[src/rtl/chunked_adder_seq.sv]
// Multi-cycle adder/subtractor: captures operands, adds CHUNK bits per clock with a
// registered carry, and returns sum, carry-out and signed overflow over valid/ready.
//   state | meaning
//   IDLE  | ready for operands, last result held on s_o/cout_o/ovf_o
//   ADD   | one chunk summed per cycle, carry kept in carry_q
//   DONE  | result valid, waiting for out_ready_i
module chunked_adder_seq #(
   parameter int WIDTH = 16,
   parameter int CHUNK = 4
) (
   input  logic             clk,
   input  logic             rst_n,
   input  logic             in_valid_i,
   output logic             in_ready_o,
   input  logic [WIDTH-1:0] a_i,
   input  logic [WIDTH-1:0] b_i,
   input  logic             cin_i,
   input  logic             sub_i,
   output logic             out_valid_o,
   input  logic             out_ready_i,
   output logic [WIDTH-1:0] s_o,
   output logic             cout_o,
   output logic             ovf_o,
   output logic             busy_o
);

   localparam int NCHUNK = WIDTH / CHUNK;
   localparam int IDXW   = (NCHUNK > 1) ? $clog2(NCHUNK) : 1;
   localparam logic [IDXW-1:0]  LAST_IDX   = IDXW'(NCHUNK - 1);
   localparam logic [WIDTH-1:0] CHUNK_MASK = WIDTH'({CHUNK{1'b1}});

   generate
      if (WIDTH < 2 || CHUNK < 1 || (WIDTH % CHUNK) != 0) begin : g_bad_param
         $error("chunked_adder_seq: WIDTH must be >= 2 and a multiple of CHUNK");
      end
   endgenerate

   typedef enum logic [1:0] {
      IDLE = 2'd0,
      ADD  = 2'd1,
      DONE = 2'd2
   } state_t;

   state_t            state_q, state_d;
   logic [WIDTH-1:0]  a_q, a_d;
   logic [WIDTH-1:0]  b_q, b_d;
   logic [WIDTH-1:0]  w_q, w_d;
   logic [WIDTH-1:0]  s_q, s_d;
   logic [IDXW-1:0]   idx_q, idx_d;
   logic              carry_q, carry_d;
   logic              cout_q, cout_d;
   logic              ovf_q, ovf_d;
   logic              out_valid_q, out_valid_d;

   logic [31:0]       base;
   logic [CHUNK-1:0]  a_chunk, b_chunk, sum_chunk;
   logic              carry_nxt;
   logic [WIDTH-1:0]  w_merged;

   // Chunk select and write-back use shifts so the index never needs a part-select.
   always_comb begin
      base      = 32'(idx_q) * 32'(CHUNK);
      a_chunk   = CHUNK'(a_q >> base);
      b_chunk   = CHUNK'(b_q >> base);
      {carry_nxt, sum_chunk} = {1'b0, a_chunk} + {1'b0, b_chunk} + (CHUNK+1)'(carry_q);
      w_merged  = (w_q & ~(CHUNK_MASK << base)) | (WIDTH'(sum_chunk) << base);
   end

   always_comb begin
      state_d     = state_q;
      a_d         = a_q;
      b_d         = b_q;
      w_d         = w_q;
      s_d         = s_q;
      idx_d       = idx_q;
      carry_d     = carry_q;
      cout_d      = cout_q;
      ovf_d       = ovf_q;
      out_valid_d = out_valid_q;
      unique case (state_q)
         IDLE: begin
            if (in_valid_i) begin
               a_d     = a_i;
               b_d     = b_i ^ {WIDTH{sub_i}};
               carry_d = cin_i ^ sub_i;
               idx_d   = '0;
               w_d     = '0;
               state_d = ADD;
            end
         end
         ADD: begin
            w_d     = w_merged;
            carry_d = carry_nxt;
            idx_d   = idx_q + IDXW'(1);
            if (idx_q == LAST_IDX) begin
               s_d         = w_merged;
               cout_d      = carry_nxt;
               // B already holds the inverted subtrahend, so one rule covers add and sub.
               ovf_d       = (a_q[WIDTH-1] == b_q[WIDTH-1]) && (w_merged[WIDTH-1] != a_q[WIDTH-1]);
               out_valid_d = 1'b1;
               idx_d       = '0;
               state_d     = DONE;
            end
         end
         DONE: begin
            if (out_ready_i) begin
               out_valid_d = 1'b0;
               state_d     = IDLE;
            end
         end
         default: begin
            out_valid_d = 1'b0;
            state_d     = IDLE;
         end
      endcase
   end

   always_ff @(posedge clk or negedge rst_n) begin
      if (!rst_n) begin
         state_q     <= IDLE;
         a_q         <= '0;
         b_q         <= '0;
         w_q         <= '0;
         s_q         <= '0;
         idx_q       <= '0;
         carry_q     <= 1'b0;
         cout_q      <= 1'b0;
         ovf_q       <= 1'b0;
         out_valid_q <= 1'b0;
      end else begin
         state_q     <= state_d;
         a_q         <= a_d;
         b_q         <= b_d;
         w_q         <= w_d;
         s_q         <= s_d;
         idx_q       <= idx_d;
         carry_q     <= carry_d;
         cout_q      <= cout_d;
         ovf_q       <= ovf_d;
         out_valid_q <= out_valid_d;
      end
   end

   assign in_ready_o  = (state_q == IDLE);
   assign busy_o      = (state_q != IDLE);
   assign out_valid_o = out_valid_q;
   assign s_o         = s_q;
   assign cout_o      = cout_q;
   assign ovf_o       = ovf_q;

endmodule

[config.mk]
export PLATFORM = sky130hd
export DESIGN_NAME = chunked_adder_seq
export DESIGN_NICKNAME = d
export VERILOG_FILES = /design/src/rtl/chunked_adder_seq.sv
export SDC_FILE = /design/constraint.sdc
export NUM_CORES = 1
export LEC_CHECK = 0
export ABC_AREA = 1
export BUFFER_PORTS_ARGS = -buffer_cell sky130_fd_sc_hd__buf_2
export CAP_MARGIN = 20
export CORE_MARGIN = 5
export CORE_UTILIZATION = 60
export CTS_CLUSTER_DIAMETER = 30
export CTS_CLUSTER_SIZE = 16
export DETAILED_ROUTE_END_ITERATION = 10
export GPL_TIMING_DRIVEN = 0
export HOLD_SLACK_MARGIN = 0.12
export PLACE_DENSITY_LB_ADDON = 0.2
export SLEW_MARGIN = 20
export SYNTH_ARGS = -nofsm -noshare
export SYNTH_HDL_FRONTEND = slang
export SYNTH_SLANG_ARGS = --single-unit
[constraint.sdc]
create_clock -name clk -period 4.4 [get_ports clk]
set_input_delay 0.44 -clock clk [delete_from_list [all_inputs] [get_ports clk]]
set_output_delay 0.44 -clock clk [all_outputs]
set_load 0.05 [all_outputs]
=== Yosys cells after proc, flatten, opt, wreduce, memory -nomap -nowiden ===
Index checks and enable logic that the tools add are counted.

* Bits in latches: 0
* Bits in read-only memories: 0
* RAM bits: 0
* Word-level logic and storage cells: 54
* Register bits: 72
* Memories kept: 0
* Output and inout bits: 21
* Input bits: 38

* Reductions and logical operators: 9
* Divide/modulo/power cells: 0
* Equal/unequal tests: 8
* $lt $le $gt $ge: 0
* Bitwise gates (word level): 6
* Multipliers: 0
* Add/sub/neg operators: 3
* Muxes and demuxes: 14
* Shifts and indexed selects: 4

{| class="wikitable"
|+ Operators by type and width
! cell !! count
|-
| 16-bit case mux with 2 select lines || 1
|-
| 16-bit by 4-bit right shift with 4-bit output || 2
|-
| 16-bit AND || 1
|-
| 16-bit 2-to-1 mux || 1
|-
| 16-bit inverter || 1
|-
| 16-bit OR || 1
|-
| 4-bit by 4-bit left shift with 16-bit output || 1
|-
| 4-bit by 4-bit left shift with 16-bit output, first input constant || 1
|-
| 16-bit bitwise XOR || 1
|-
| 2-bit 2-to-1 mux || 5
|-
| 2-bit != test, second input constant || 3
|-
| 2-bit case mux with 3 select lines || 1
|-
| 2-bit AND reduction || 3
|-
| 3-bit AND reduction || 2
|-
| 4-bit by 4-bit adder with 5-bit output || 1
|-
| 5-bit by 1-bit adder with 5-bit output || 1
|-
| 2-bit == test, second input constant || 2
|-
| 2-bit case mux with 2 select lines || 1
|-
| 2-bit nonzero test || 2
|-
| 1-bit 2-to-1 mux || 3
|-
| 1-bit case mux with 3 select lines || 1
|-
| 2-bit by 1-bit adder with 2-bit output, second input constant || 1
|-
| 2-bit by 1-bit == test with 1-bit output, second input constant || 1
|-
| 2-bit logical NOT || 1
|-
| 6 further kinds || 6
|}

=== Depth between registers and ports, before layout ===
* Depth after elaboration: 7
* Gate-level depth with buffers: 14
* Mapped depth without buffers: 12

=== Least setup slack after synthesis ===
Ideal clock, no wire load.

* Path kind: reg-to-reg
* Start: register idx_q[1]
* End: register w_q[10]
* Period minus slack after synthesis: 2610 ps
* Required time: 4272 ps
* Setup slack: 1790 ps
* Setup time: 128 ps
* Buffers on the path: 2
* Cell stages (with the launch flop): 13
* Data arrival time: 2482 ps
* Cell sequence: dfrtp_1 -> buf_2 -> clkinv_1 -> buf_2 -> o21ai_0 -> o22ai_1 -> fa_1 -> fa_1 -> or2_2 -> nand3_1 -> o22ai_1 -> inv_1 -> o22ai_1

* Cells in the longest elaborated chain, start to end: 6
* Elaborated cells between the ends (all ways): 10
* Classes of those cells: add/sub (2); shift (4); mux (1); bitwise (3)

{| class="wikitable"
|+ RTL lines
! element !! line !! text
|-
| start, declared || 49 || <nowiki>logic [IDXW-1:0] idx_q, idx_d;</nowiki>
|-
| start signal, assigned || 136 || <nowiki>idx_q <= idx_d;</nowiki>
|-
| 16-bit by 4-bit right shift with 4-bit output (on tied branches) || 63, 64 ||
|-
| 4-bit by 4-bit adder with 5-bit output || 65 || <nowiki>{carry_nxt, sum_chunk} = {1'b0, a_chunk} + {1'b0, b_chunk} + (CHUNK+1)'(carry_q);</nowiki>
|-
| 5-bit by 1-bit adder with 5-bit output || 65 ||
|-
| 4-bit by 4-bit left shift with 16-bit output || 66 || <nowiki>w_merged = (w_q & ~(CHUNK_MASK << base)) | (WIDTH'(sum_chunk) << base);</nowiki>
|-
| 16-bit OR (*) || 66 ||
|-
| 16-bit case mux with 2 select lines (*) || 80 || <nowiki>unique case (state_q)</nowiki>
|-
| end signal, assigned || 134 || <nowiki>w_q <= w_d;</nowiki>
|-
| end, declared || 47 || <nowiki>logic [WIDTH-1:0] w_q, w_d;</nowiki>
|}

Every way passes the cells marked *; elsewhere a longest branch is shown, timed or not.
A chain may end at the register's enable or synchronous reset.

=== Final worst setup path ===
Same ends and word-level chain as after synthesis.

==> flow_metrics.env <==
export IMPL_tritoncts="built"
export IMPL_drive_gt1_share_pct=23.0
export IMPL_drtIter0Drc=154
export IMPL_die_h_um=85.2
export IMPL_grtUsageTotal_pct=22.4
export IMPL_num_vias=2825
export IMPL_synth_cell_types=30
export IMPL_slew_viol_final=0
export IMPL_finalWirelength_mm=7.59
export IMPL_nFillCells=434
export IMPL_cts_buffers=9
export IMPL_irDropWorstVdd_uv=401
export IMPL_grt_overflow_total=0
export IMPL_critPathCapture="w_q[10]$_DFFE_PN0P_"
export IMPL_io_pins=59
export IMPL_avgRoutedWirePerCell_um=14.2
export IMPL_dp_hpwl_mm=5.68
export IMPL_synth_ff_type="dfrtp_1"
export IMPL_cp_arrival_ps=3310
export IMPL_grt_pass1_vias=2859
export IMPL_synth_seq_area_share_pct=50.9
export IMPL_die_w_um=85.2
export IMPL_cts_sinks=69
export IMPL_setup_viol=0
export IMPL_max_slew_margin_pct=69.3
export IMPL_antenna_left=0
export IMPL_grt_max_degree=47
export IMPL_clockBufferDepth=2
export IMPL_drc=0
export IMPL_outcome="complete, no violations"
export IMPL_syn2layout_area_growth_pct=16.7
export IMPL_diodes=0
export IMPL_end_kind="flop"
export IMPL_r2r_slack_ps=1310
export IMPL_p_per_area_nw_per_um2=878
export IMPL_placement_io_buffers=57
export IMPL_worstHoldPathCells=3
export IMPL_globalplace_congestion=0.870
export IMPL_synth_top_area_cell="dfrtp_1"
export IMPL_fmax_mhz=324
export IMPL_ys_ff_latch=69
export IMPL_worstRegToRegCells=12
export IMPL_placed_area_um2=3800
export IMPL_drv_cap=0
export IMPL_leakage_nw=2.04
export IMPL_design_area_um2=3960
export IMPL_syn_num_nets=433
export IMPL_antenna_found_initial=0
export IMPL_worstReg2RegEnd="w_q[10]$_DFFE_PN0P_"
export IMPL_drt_pass1_iter_count=5
export IMPL_synthTopCellsByArea="dfrtp_1 (51%), nand2_1 (13%), o21ai_0 (5.3%), o22ai_1 (4.4%), xnor2_1 (4.4%)"
export IMPL_yosysWarnings=0
export IMPL_yosys_top_cells_count="nand2_1 (119), dfrtp_1 (69), o21ai_0 (36), inv_1 (27), o22ai_1 (24)"
export IMPL_syn_avg_cell_area_um2=8.79
export IMPL_rsz0062_at_grt="no"
export IMPL_startpoint_type="flop"
export IMPL_syn_area_um2=3390
export IMPL_hp_class="in2reg"
export IMPL_path_class="reg2reg"
export IMPL_postCtsResizedCells=0
export IMPL_period_minus_slack_ps=3090
export IMPL_startpoint="idx_q[1]$_DFFE_PN0P_"
export IMPL_fin_worst_skew_ps=5.61
export IMPL_path_clk_slew_ps=70
export IMPL_r2r_start="idx_q[1]$_DFFE_PN0P_"
export IMPL_period_share_pct=70.2
export IMPL_cts_root_buf="clkbuf_8"
export IMPL_tns_ps=0
export IMPL_clk_latency_ps=340
export IMPL_grt_pass1_wl_mm=12.8
export IMPL_synth_edf_count=0
export IMPL_fp_coreArea_um2=5510
export IMPL_syn_inst=386
export IMPL_finalHoldViolCount=0
export IMPL_via_per_inst=5.30
export IMPL_yosysTopAreaCellShare_pct=50.9
export IMPL_required_ps=4620
export IMPL_die_area_um2=7260
export IMPL_yosysMostFrequentCell="nand2_1"
export IMPL_tightest_slew_ps=460
export IMPL_cts_max_level=3
export IMPL_fin_nets=503
export IMPL_crit_path_max_fanout=11
export IMPL_start_util_pct=61.6
export IMPL_rows=27
export IMPL_synthArstFlopShare_pct=100
==> per-layer routing <==
| metal | vias up | track usage [%] | wire [um] |
|---|---|---|---|
| met4 | 0 | 10.5 | 181 |
| met2 | 74 | 39.1 | 3910 |
| met1 | 1336 | 27.1 | 3160 |
| met5 | - | 0 | 0 |
| li1 | 1400 | - | - |
| met3 | 15 | 3.59 | 336 |
==> cells in the final DEF, fill, tap and decap left out <==
cell,instances
clkinv_2,2
clkbuf_1,8
a31oi_1,2
nor3_1,1
dlygate4sd3_1,1
nor2_4,1
buf_4,5
inv_1,27
o21ai_2,9
buf_16,1
o21ai_1,6
nand2_4,2
nor2_8,1
o211ai_1,1
nand3_1,10
ha_1,7
buf_6,3
inv_2,1
dfrtp_1,69
inv_4,1
clkbuf_8,9
and2_4,1
xnor2_1,17
buf_2,67
or2_2,3
o21ai_0,36
nand4_1,3
clkinv_1,1
fa_1,2
o22ai_1,24
nor2_1,18
a21oi_1,2
nand2_1,119
o21bai_1,1
==> repair_timing <==
action	in CTS	in global routing
setup buffers	0	0
endpoints found under the hold margin	23	0
hold buffers	1	0
==> logic make-up after synthesis <==
group	synth area share, %
simple gates	19.7
compound gates	14.0
flops	50.9
buf+inv	7.22
xor+xnor	4.39
fa+ha+maj	3.76
==> sequential cells by signal, summed over array words and instances (netlist names) <==
register	cells
cout_o	1
a_q	16
state_q	2
out_valid_o	1
w_q	13
b_q	16
carry_q	1
ovf_o	1
s_o	16
idx_q	2
==> how the worst min path moves through the flow <==
| stage | startpoint | endpoint | slack, ps |
|---|---|---|---|
| 2_1_floorplan | rst_n | a_q[0]$_DFFE_PN0P_ | 140 |
| 3_3_place_gp | a_q[7]$_DFFE_PN0P_ | a_q[7]$_DFFE_PN0P_ | 460 |
| 3_5_place_dp | rst_n | s_o[1]$_DFFE_PN0P_ | 360 |
| 4_1_cts | a_i[6] | a_q[6]$_DFFE_PN0P_ | 280 |
| 5_1_grt | a_i[6] | a_q[6]$_DFFE_PN0P_ | 290 |
| 6_report | a_i[6] | a_q[6]$_DFFE_PN0P_ | 290 |
==> report_power, final <==
group	switching [mW]	internal, mW
combinational	1.32	0.670
clock	0.217	0.204
sequential	0.151	0.913
total	1.69	1.79
==> through the flow <==
step | total power [mW] | hold WS [ps] | utilization, % | setup WS (ps) | std cells
final | 3.48 | 291 | 72.0 | 1310 | 533
after global routing | 3.76 | 290 | 72.0 | 1200 | 533
after floorplan | 2.57 | 144 | - | 1790 | 386
after detailed placement | 3.06 | 361 | 69.0 | 1390 | 516
after CTS | 3.48 | 284 | 72.0 | 1330 | 533
after global placement | 2.97 | 458 | 68.5 | 1460 | 515
==> worst max-delay path: stages, from the launching register on <==
cell and delay, ps:
dfrtp_1 370, buf_2 210, clkinv_1 250, buf_2 280, o21ai_0 90, o22ai_1 140
fa_1 450, fa_1 420, or2_2 340, nand3_1 140, o22ai_1 100, inv_1 110
o22ai_1 80
==> layout make-up <==
class / count / area (um^2) / share of cell area (%)
flip-flops and latches: 69 / 1730 / 43.6
multi-input cells: 266 / 1420 / 35.9
repair buffers: 59 / 325 / 8.21
clock buffers: 14 / 143 / 3.60
plain buffers: 21 / 130 / 3.28
inverters: 30 / 115 / 2.90
well taps: 72 / 90.1 / 2.27
clock inverters: 2 / 10.0 / 0.253
(Power assumes the default switching activity.)
